==> src/rtl/instruction_fetch_unit.sv <==
// Instruction fetch unit: owns the PC, reads the instruction memory and queues
// {PC, word} pairs in a 2-entry prefetch buffer handed to decode via valid/ready.
module instruction_fetch_unit #(
  parameter logic [63:0] RESET_PC  = 64'd0,
  parameter int          MEM_BYTES = 16
) (
  input  logic        clk,
  input  logic        reset,
  output logic [63:0] Inst_Address,
  input  logic [31:0] Instruction,
  output logic        Fetch_Valid,
  output logic [63:0] Fetch_PC,
  output logic [31:0] Fetch_Instruction,
  input  logic        Decode_Ready,
  input  logic        Branch_Taken,
  input  logic [63:0] Branch_Target,
  output logic        Fetch_Halted,
  output logic        Fetch_Fault
);

  typedef enum logic [1:0] {RUN, HALT, FAULT} state_t;

  localparam logic [63:0] LAST_PC = 64'(MEM_BYTES - 4);

  state_t      state, state_next;
  logic [63:0] pc, pc_next;
  logic [63:0] buf_pc    [2];
  logic [31:0] buf_instr [2];
  logic [1:0]  count;
  logic [1:0]  fill_level;
  logic        pop, push, pc_in_range, target_ok;

  always_comb begin
    // NOTE: every combinational output gets a default first so no path leaves it unassigned (no latch).
    state_next  = state;
    pc_next     = pc;
    pc_in_range = (pc <= LAST_PC);
    target_ok   = (Branch_Target[1:0] == 2'b00) && (Branch_Target <= LAST_PC);
    pop         = (count != 2'd0) && Decode_Ready && !Branch_Taken;
    push        = (state == RUN) && !Branch_Taken && pc_in_range &&
                  ((count != 2'd2) || pop);
    fill_level  = count - {1'b0, pop};

    if (Branch_Taken) begin
      if (target_ok) begin
        pc_next    = Branch_Target;
        state_next = RUN;
      end else begin
        state_next = FAULT;
      end
    end else if (push) begin
      pc_next = pc + 64'd4;
    end else if ((state == RUN) && !pc_in_range) begin
      state_next = HALT;
    end
  end

  // NOTE: sequential state uses non-blocking assignments so all registers update from pre-edge values.
  always_ff @(posedge clk or negedge reset) begin
    if (!reset) begin
      state <= RUN;
      pc    <= RESET_PC;
    end else begin
      state <= state_next;
      pc    <= pc_next;
    end
  end

  // NOTE: the buffer is reset because entry 0 is also the held head output, which must read 0 after reset.
  always_ff @(posedge clk or negedge reset) begin
    if (!reset) begin
      count        <= 2'd0;
      buf_pc[0]    <= '0;
      buf_pc[1]    <= '0;
      buf_instr[0] <= '0;
      buf_instr[1] <= '0;
    end else if (Branch_Taken) begin
      count <= 2'd0;
    end else begin
      if (pop && (count == 2'd2)) begin
        buf_pc[0]    <= buf_pc[1];
        buf_instr[0] <= buf_instr[1];
      end
      if (push) begin
        buf_pc[fill_level[0]]    <= pc;
        buf_instr[fill_level[0]] <= Instruction;
        count                    <= fill_level + 2'd1;
      end else begin
        count <= fill_level;
      end
    end
  end

  // Entry 0 is left untouched when the buffer empties, so the head outputs hold their last value.
  assign Inst_Address      = pc;
  assign Fetch_Valid       = (count != 2'd0);
  assign Fetch_PC          = buf_pc[0];
  assign Fetch_Instruction = buf_instr[0];
  assign Fetch_Halted      = (state == HALT);
  assign Fetch_Fault       = (state == FAULT);

endmodule
==> config.mk <==
export PLATFORM = sky130hd
export DESIGN_NAME = instruction_fetch_unit
export DESIGN_NICKNAME = d
export VERILOG_FILES = /design/src/rtl/instruction_fetch_unit.sv
export SDC_FILE = /design/constraint.sdc
export NUM_CORES = 1
export LEC_CHECK = 0
export CAP_MARGIN = 20
export CORE_ASPECT_RATIO = 1.5
export CORE_UTILIZATION = 43
export CTS_BUF_LIST = sky130_fd_sc_hd__clkbuf_4 sky130_fd_sc_hd__clkbuf_8
export DETAILED_ROUTE_END_ITERATION = 10
export PLACE_DENSITY_LB_ADDON = 0.08
export RECOVER_POWER = 100
export SETUP_SLACK_MARGIN = 0.05
export SKIP_CTS_REPAIR_TIMING = 1
export SLEW_MARGIN = 15
export SYNTH_ARGS = -nofsm -noshare
export SYNTH_HDL_FRONTEND = slang
export SYNTH_SLANG_ARGS = --single-unit
==> constraint.sdc <==
create_clock -name clk -period 2.3 [get_ports clk]
set_input_delay 0.46 -clock clk [delete_from_list [all_inputs] [get_ports clk]]
set_output_delay 0.46 -clock clk [all_outputs]
set_load 0.03 [all_outputs]
# Yosys cells after proc, flatten, opt, wreduce, memory -nomap -nowiden
# Cells that the tools add are included.
dict set report word_totals {
  register_bits 260
  input_bits 100
  out_inout_bits 163
}
dict set report classes {
  reduce_logical 20
  mux 21
  n_eq_ne 6
  magnitude_cmp 4
  n_addsub 3
  bitwise 2
}
# operator count
set op_table {}
lappend op_table {{2-to-1 mux 64 bit} 7}
lappend op_table {{bitwise mux 128 bit} 1}
lappend op_table {{<= comparator 64 x 4 -> 1 bit, second input constant} 2}
lappend op_table {{2-to-1 mux 128 bit} 1}
lappend op_table {{2-to-1 mux 32 bit} 3}
lappend op_table {{adder 64 x 3 -> 64 bit, second input constant} 1}
lappend op_table {{bitwise mux 64 bit} 1}
lappend op_table {{demux 64 bit (select 1 bit)} 1}
lappend op_table {{demux 32 bit (select 1 bit)} 1}
lappend op_table {{2-to-1 mux 2 bit} 6}
lappend op_table {{logical AND 1 bit} 9}
lappend op_table {{AND reduction 2 bit} 3}
lappend op_table {{nonzero test 2 bit} 3}
lappend op_table {{== test 2 bit, second input constant} 2}
lappend op_table {{logical NOT 2 bit} 2}
lappend op_table {{inequality test 2 bit, second input constant} 2}
lappend op_table {{adder 2 x 1 -> 2 bit, second input constant} 1}
lappend op_table {{== test 2 x 1 -> 1 bit, second input constant} 1}
lappend op_table {{greater-or-equal comparator 2 bit, second input constant} 1}
lappend op_table {{logical NOT 1 bit} 2}
lappend op_table {{less-than comparator 2 x 1 -> 1 bit, second input constant} 1}
lappend op_table {{inequality test 2 x 1 -> 1 bit, second input constant} 1}
lappend op_table {{NOT 1 -> 2 bit} 1}
lappend op_table {{subtractor 2 x 1 -> 2 bit} 1}
lappend op_table {{other kinds (2)} 2}

# Longest topological paths before layout
# Gate-level depths: netlist of run 1.
dict set report logic_depth {
  depth_word 11
  depth_mapped 8
  depth_no_buf 6
}

# Least setup slack after synthesis of run 1
# No wires, ideal clock.
dict set report synth_timing {
  path_type {register -> register}
  start {register pc[4] (netlist: Inst_Address[4])}
  end {register buf_instr, in the netlist Fetch_Instruction[10]}
  path_slack_ps 1
  path_buffers 1
  path_stages_with_launch 7
  required_time_ps 2175
  arrival_time_ps 2174
  setup_time_ps 125
  synth_period_minus_slack_ps 2299
  cell_sequence {dfrtp_1 nor4_1 nand4_1 nor4b_4 nand3_4 buf_6 mux2_4}
}
dict set report synth_between {
  elab_chain_cells 4
}
# item line
set synth_rtl {}
lappend synth_rtl {{start: declaration} 26} ;# logic [63:0] pc, pc_next;
lappend synth_rtl {{start signal: assignment} 65} ;# pc <= pc_next;
lappend synth_rtl {{<= comparator 64 x 4 -> 1 bit} 37} ;# pc_in_range = (pc <= LAST_PC);
lappend synth_rtl {{logical AND 1 bit (2 in a row)} 40} ;# push = (state == RUN) && !Branch_Taken && pc_in_range &&
lappend synth_rtl {{2-to-1 mux 64 bit} 84} ;# if (push) begin
lappend synth_rtl {{end signal: indexed assignment} 86} ;# buf_instr[fill_level[0]] <= Instruction;
lappend synth_rtl {{end: declaration} 28} ;# logic [31:0] buf_instr [2];
# No other way between the ends.
# A chain may end at the register's enable or synchronous reset.

# Worst setup path after layout of run 1
dict set report layout_timing {
  start {register pc[18] (netlist: Inst_Address[18])}
  end {register buf_instr, in the netlist Fetch_Instruction[24]}
}
# Same word-level chain as after synthesis.

==> summary.md, run 1 <==
| Metric | Value |
|---|---|
| Top cells by area, synth | dfrtp_1 (59%), mux2_4 (9.0%), nand2_1 (7.9%), buf_4 (6.6%), and2_1 (4.7%) |
| Final Core Density | 0.6139 |
| Post-Route WL | approximately 27000 um |
| Layout cell share with drive strength beyond 1 | 0.2672 |
| Post-detail-place hpwl | approximately 17000 um |
| Die width | around 130 um |
| Worst EP arrival | 2.76 ns |
| Crit path kind | reg2reg |
| CTS tree | built |
| Worst clock skew | between 0.02 and 0.025 ns |
| Tightest Pin Transition | around 1.0 ns |
| DRT Pass-1 Iters | 4 |
| CP required | around 2.7 ns |
| Hold Vio Cnt, Final | 0 |
| Root Buffer | clkbuf_8 |
| Largest net degree at the start of global routing | between 70 and 80 |
| Post-synth top area cell | dfrtp_1 |
| Pre-CTS setup slack | -0.3421 ns |
| Initial Util | 0.4374 |
| GP Congestion | 0.8163 |
| Hold WC Path Type | reg2reg |
| H-tree depth | 2 |
| Global-route usage over all layers | 0.2066 |
| Rel. slew slack | 0.3063 |
| Post-synth net total | between 1000 and 1500 |
| Violated checks | negative setup slack |
| P per Cell Area | 662.9 nW/um^2 |
| GRT overflow | 0 |
| Tcrit/Tclk final | 1.021 |
| Routed Antenna Nets | 0 |
| Pleak | roughly 8.0 nW |
| Worst-path fanout max | 8 |
| Setup TNS | -2.069 ns |
| Height of the die | about 200 um |
| Hold slack | 0.4829 ns |
| Residual DRC count | 0 |
| # IOs | 263 |
| First-pass GRT wire length | around 43000 um |
| Clock tree sinks | 260 |
| Vias in the first global route | around 8000 |
| Sequential area share after synthesis | 0.5916 |
| Wire per inst | 17.47 um |
| Endpoint class of the critical path | register |
| CTS buffer count | 42 |
| Ys Warns | 0 |
| Synth cell types | 34 |
| Syn avg cell area | between 10 and 15 um^2 |
| Seq cells post-synth | 260 |
| IO Port Bufs | between 200 and 300 |
| Initial antenna violation count | 1 |
| Mapped cell area | 11000 um^2 |
| Max Slew Vio Count | 0 |
| Crit path launch type | register |
| Min Tclk post-route | ~2.3 ns |
| Final setup fails | between 70 and 80 |
| Post-synth top area share | 0.5916 |
| DR vias/cell | approximately 4.8 |
| Syn Inst Count | about 960 |
| Vias | around 7500 |
| DRC marker count from the first detailed-route iteration | 291 |
| Non-filler cells, final | 1567 |
| VDD IR-drop max | between 0.0005 and 0.0006 V |
| Core area | about 25000 um^2 |
| FMAX | approximately 430 MHz |
| Area Overhead vs Synth | 40.36% |
| CTS max path bufs | 3 |
| FP Rows | 71 |
| Status | complete, but fails checks |
| Inst Count DP | roughly 1500 |
| Clk pin slew, worst setup/hold paths | 0.06 ns |
| Unrepaired setup endpoints after global routing | true |
| Worst skew pair latency | between 0.5 and 0.6 ns |
| Die area | 26230 um^2 |
| Max_cap viols | 0 |
| Final net count | 1310 |
| Setup ws final | -0.04868 ns |
| Antenna Cells | 0 |
## worst paths after layout
check                            startpoint                         end  slack, ns  cells past startpoint
max                        Inst_Address[18]       Fetch_Instruction[24]      -0.05                      8
min                                register                    register       0.48                      1
max reg2reg                Inst_Address[18]       Fetch_Instruction[24]      -0.05                      8
min reg2reg                        register                    register       0.48                      1
max in group asynchronous             reset  asynchronous set/reset pin       0.29                      3
min in group asynchronous             reset       Fetch_Instruction[17]       0.65                      2
## cells by family (layout without fill, tap and decap cells)
| kind of cell | count (synthesis) | after routing | share of synthesized area |
|---|---|---|---|
| AND/OR/NAND/NOR | 411 | 411 | 0.1848 |
| adder cells (fa/ha/maj) | 2 | 2 | 0.002275 |
| XOR/XNOR | 1 | 1 | 0.0007966 |
| AO/OA/AOI/OAI | 67 | 67 | 0.03106 |
| buffers and inverters | 145 | 422 | 0.08909 |
| flip-flops | 260 | 260 | 0.5916 |
| multiplexers | 76 | 76 | 0.1004 |
## layout by cell type (no fill, tap or decap), drive strengths merged
| cell type | count |
|---|---|
| ha | 2 |
| nor4b | 2 |
| nand4 | 7 |
| clkbuf | 80 |
| or2 | 1 |
| nor2 | 5 |
| dlygate4sd3 | 142 |
| xnor2 | 1 |
| nand3b | 1 |
| nor3b | 2 |
| nand2b | 1 |
| inv | 2 |
| a21o | 1 |
| nand2 | 230 |
| nand3 | 2 |
| buf | 72 |
| nor2b | 41 |
| nor4 | 29 |
| clkinv | 4 |
| dfrtp | 260 |
| and3 | 1 |
| nor3 | 5 |
| a21oi | 63 |
| or3b | 1 |
| clkdlybuf4s50 | 115 |
| bufinv | 7 |
| and2 | 83 |
| o21ai | 2 |
| a211oi | 1 |
| mux2 | 76 |
## critical path: stages, from the launching register on
cell	delay (ns)
dfrtp_2	0.40
nor4_2	0.27
buf_4	0.15
nand4_1	0.19
nor4b_4	0.41
buf_4	0.20
nand3_4	0.08
buf_4	0.20
mux2_4	0.31
## layer usage
metal / wire length (um) / up-vias / share of wire / global-route usage
li1: - / 3547 / - / -
met1: 12030 / 3687 / 0.44 / 0.2694
met2: 12950 / 204 / 0.47 / 0.3267
met3: 1395 / 63 / 0.051 / 0.05018
met4: 991 / 2 / 0.036 / 0.09195
met5: 13 / - / 0.00047 / 0
## power breakdown
part | total (mW) | switching [mW] | internal, mW | leakage (nW)
clock network | 4.87 | 1.82 | 3.05 | 0.549
logic | 0.669 | 0.320 | 0.349 | 3.85
registers | 4.69 | 0.0399 | 4.65 | 3.59
## Yosys cell counts
| cell type | number |
|---|---|
| a211oi_1 | 1 |
| a21o_2 | 1 |
| a21oi_1 | 63 |
| and2_1 | 83 |
| and3_2 | 1 |
| buf_1 | 4 |
| buf_2 | 10 |
| buf_4 | 96 |
| buf_6 | 7 |
| clkbuf_1 | 26 |
| clkbuf_8 | 1 |
| dfrtp_1 | 260 |
| ha_1 | 2 |
| inv_1 | 1 |
| mux2_2 | 10 |
| mux2_4 | 66 |
| nand2_1 | 230 |
| nand2b_1 | 1 |
| nand3_1 | 1 |
| nand3_4 | 1 |
| nand3b_4 | 1 |
| nand4_1 | 7 |
| nor2_1 | 5 |
| nor2b_1 | 41 |
| nor3_1 | 4 |
| nor3_2 | 1 |
| nor3b_1 | 2 |
| nor4_1 | 29 |
| nor4b_1 | 1 |
| nor4b_4 | 1 |
| o21ai_0 | 2 |
| or2_2 | 1 |
| or3b_2 | 1 |
| xnor2_1 | 1 |
## through the flow
| step | area (um^2) | power, mW |
|---|---|---|
| finish | 15430 | 10.23 |
| detailed placement | 13840 | 5.482 |
| global route | 15430 | 10.61 |
| CTS | 14890 | 10.40 |
| floorplan | 11010 | 5.116 |
| global placement | 13840 | 5.472 |
## layout make-up
class	count	area (um^2)
Clock buffer	63	810.8
Clock inverter	12	239.0
Fill cell	2141	9706
Inverter	1	3.754
Multi-Input combinational cell	557	3794
Sequential cell	260	6521
Tap cell	328	410.4
Timing Repair Buffer	346	3656
(Power assumes the default switching activity.)
==> run 2: changes to the inputs <==
--- a/config.mk
+++ b/config.mk
@@ -10,6 +10,8 @@
 export CORE_UTILIZATION = 43
 export CTS_BUF_LIST = sky130_fd_sc_hd__clkbuf_4 sky130_fd_sc_hd__clkbuf_8
 export DETAILED_ROUTE_END_ITERATION = 10
+export DONT_BUFFER_PORTS = 1
+export HOLD_SLACK_MARGIN = 0.02
 export PLACE_DENSITY_LB_ADDON = 0.08
 export RECOVER_POWER = 100
 export SETUP_SLACK_MARGIN = 0.05
==> run 2 against run 1 <==
The flow finishes with violations (negative hold slack). Register-to-register slack gained 0.06 ns. Fmax grew 2.7%. Clock power shrank 17%. Final area shrank 22%. Worst setup slack gained 0.062 ns. Total power shrank 12%. Clock skew grew 0.0021 ns. Final cell count shrank 16%. Largest power group is now sequential cells.
==> summary.md, run 2 (synthesis gave the netlist of run 1 again) <==
| Metric | Value |
|---|---|
| Residual DRC count | 0 (unchanged) |
| Endpoint class of the critical path | register |
| Wire per inst | 19.50 um (+12%) |
| CTS max path bufs | 3 (unchanged) |
| FP Rows | 71 (unchanged) |
| Hold Vio Cnt, Final | 260 (+260) |
| Hold WC Path Type | in2async |
| CP Buf/Inv Count | 2 (-1) |
| Top delay family on crit path | simple AND/OR/NAND/NOR gates |
| Max Used Layer | met4 |
| Unrepaired setup endpoints after global routing | true |
| Setup TNS | 0 ns (+2.069 ns) |
| # IOs | 263 (unchanged) |
| Crit path kind | reg2reg |
| Rel. slew slack | 0.4446 (+0.1383) |
| Clk pin slew, worst setup/hold paths | 0.06 ns (about the same) |
| Die width | 132.6 um (unchanged) |
| Global-route usage over all layers | 0.1938 (-0.01277) |
| CP required | 2.72 ns (about the same) |
| Post-detail-place hpwl | 16050 um (-8.0%) |
| Max_cap viols | 0 (unchanged) |
| Antenna Cells | 0 (unchanged) |
| Commonest non-fill, non-tap cell in the layout | dfrtp_1 |
| Min Tclk post-route | 2.287 ns (-0.06163 ns) |
| GP Congestion | 0.8941 (+9.5%) |
| FMAX | 437.2 MHz (+2.7%) |
| Hold slack | -0.3933 ns (-0.8762 ns) |
| Status | complete, but fails checks |
| Vias in the first global route | 6994 (-12%) |
| Max Slew Vio Count | 0 (unchanged) |
| Worst clock skew | 0.02570 ns (+0.002051 ns) |
| Met1 WL | 10120 um (-16%) |
| Reg2reg setup slack | 0.01 ns (+0.06 ns) |
| Die area | 26230 um^2 (unchanged) |
| DR vias/cell | 5.007 (+4.6%) |
| Layout cell share with drive strength beyond 1 | 0.2043 (-0.06288) |
| Worst-path fanout max | 23 (+15) |
| H-tree depth | 2 (unchanged) |
| Tcrit/Tclk final | 0.9944 (-0.02680) |
| DRC marker count from the first detailed-route iteration | 301 (+3.4%) |
| Violated checks | negative hold slack |
| Final setup fails | 0 (-100%) |
| CP max stage cell | dfrtp_2 |
| Worst skew pair latency | 0.56 ns (+0.02 ns) |
| IO Port Bufs | 0 (-100%) |
| R2R depth | 7 (-1) |
| WP depth | 7 (-1) |
| Initial antenna violation count | 0 (-1) |
| Core area | 25140 um^2 (unchanged) |
| VDD IR-drop max | 0.0004947 V (-5.3%) |
| R2r startpoint | Inst_Address[57] |
| Initial Util | 0.4374 (unchanged) |
| DRT Pass-1 Iters | 4 (unchanged) |
| Crit-path cells | nor4_2 -> nand4_1 -> nor4b_4 -> buf_4 -> nand3_4 -> buf_12 -> mux2_4 |
| CTS buffer count | 42 (unchanged) |
| Routed Antenna Nets | 0 (unchanged) |
| Height of the die | 197.9 um (unchanged) |
| Crit path launch type | register |
| Highest-count cells in the layout ignoring fill and taps | dfrtp_1 (248), nand2_1 (230), and2_1 (83), mux2_4 (66), a21oi_1 (63) |
| Final net count | 1062 (-19%) |
| Tightest Pin Transition | 0.8332 ns (-0.2075 ns) |
| Worst EP arrival | 2.71 ns (-0.05 ns) |
| WL met2 | 12660 um (-2.3%) |
| Post-Route WL | 25590 um (-6.6%) |
| First-pass GRT wire length | 39640 um (-7.1%) |
| Area Overhead vs Synth | 10.15% |
| Clock tree sinks | 260 (unchanged) |
| Pleak | 6.132 nW (-23%) |
| Largest net degree at the start of global routing | 261 (+270%) |
| CTS tree | built |
| Root Buffer | clkbuf_8 |
| Metal3 WL | 2240 um (+61%) |
| Vias | 6569 (-12%) |
| P per Cell Area | 746.3 nW/um^2 (+13%) |
| GRT overflow | 0 (unchanged) |
| R2R Path End | Fetch_Instruction[22] |
| Critical Path Max Stage Delay | 0.41 ns (about the same) |
run 2: cell count changes in the layout (fill, tap and decap cells not counted), moves of 13 or more:
cell / change
clkbuf_1: +55
buf_4: -36
clkdlybuf4s50_1: -115
and2_4: -53
and2_1: +53
buf_12: -13
dlygate4sd3_1: -133
a21oi_1: +18
a21oi_2: -13
run 2: worst max-delay path by stage:
| stage | start | endpoint |
|---|---|---|
| 2_1_floorplan | Inst_Address[52] | Fetch_Instruction[10] |
| 3_3_place_gp | Inst_Address[18] | Fetch_Instruction[17] |
| 3_5_place_dp | Inst_Address[18] | Fetch_Instruction[20] |
| 4_1_cts | Inst_Address[22] | Fetch_Instruction[27] |
| 5_1_grt | Inst_Address[57] | Fetch_Instruction[27] |
| 6_report | Inst_Address[57] | Fetch_Instruction[22] |
run 2: final cells by class:
class	instances	area (um^2)
clock inverters	7	68.82
clock buffers	61	770.7
well taps	328	410.4
flip-flops and latches	260	6521
repair buffers	98	749.5
fillers	2365	13030
multi-input cells	557	3588
inverters	1	3.754
run 2: where the power goes:
group	switching (mW)	internal [mW]	leakage (nW)
Sequential	0.161	4.65	3.59
Combinational	0.0683	0.130	2.10
Clock	1.78	2.25	0.441
Total	2.01	7.03	6.13
run 2: metrics by stage:
| stage | worst slack [ns] | power, mW | area, um^2 | util | std cells |
|---|---|---|---|---|---|
| floorplan | 0.02696 | 5.116 | 11010 | - | 962 |
| global placement | -0.1572 | 5.069 | 11160 | 0.4438 | 1224 |
| detailed placement | -0.1326 | 5.082 | 11160 | 0.4438 | 1224 |
| CTS | -0.1552 | 9.178 | 12000 | 0.4772 | 1292 |
| global route | -0.07855 | 9.401 | 12110 | 0.4818 | 1312 |
| finish | 0.01295 | 9.040 | 12110 | 0.4818 | 1312 |
run 2: routing by layer:
metal	up-vias	global-route usage
li1	3016	-
met1	3289	0.2269
met2	214	0.3183
met3	50	0.07834
met4	0	0.07322
met5	-	0
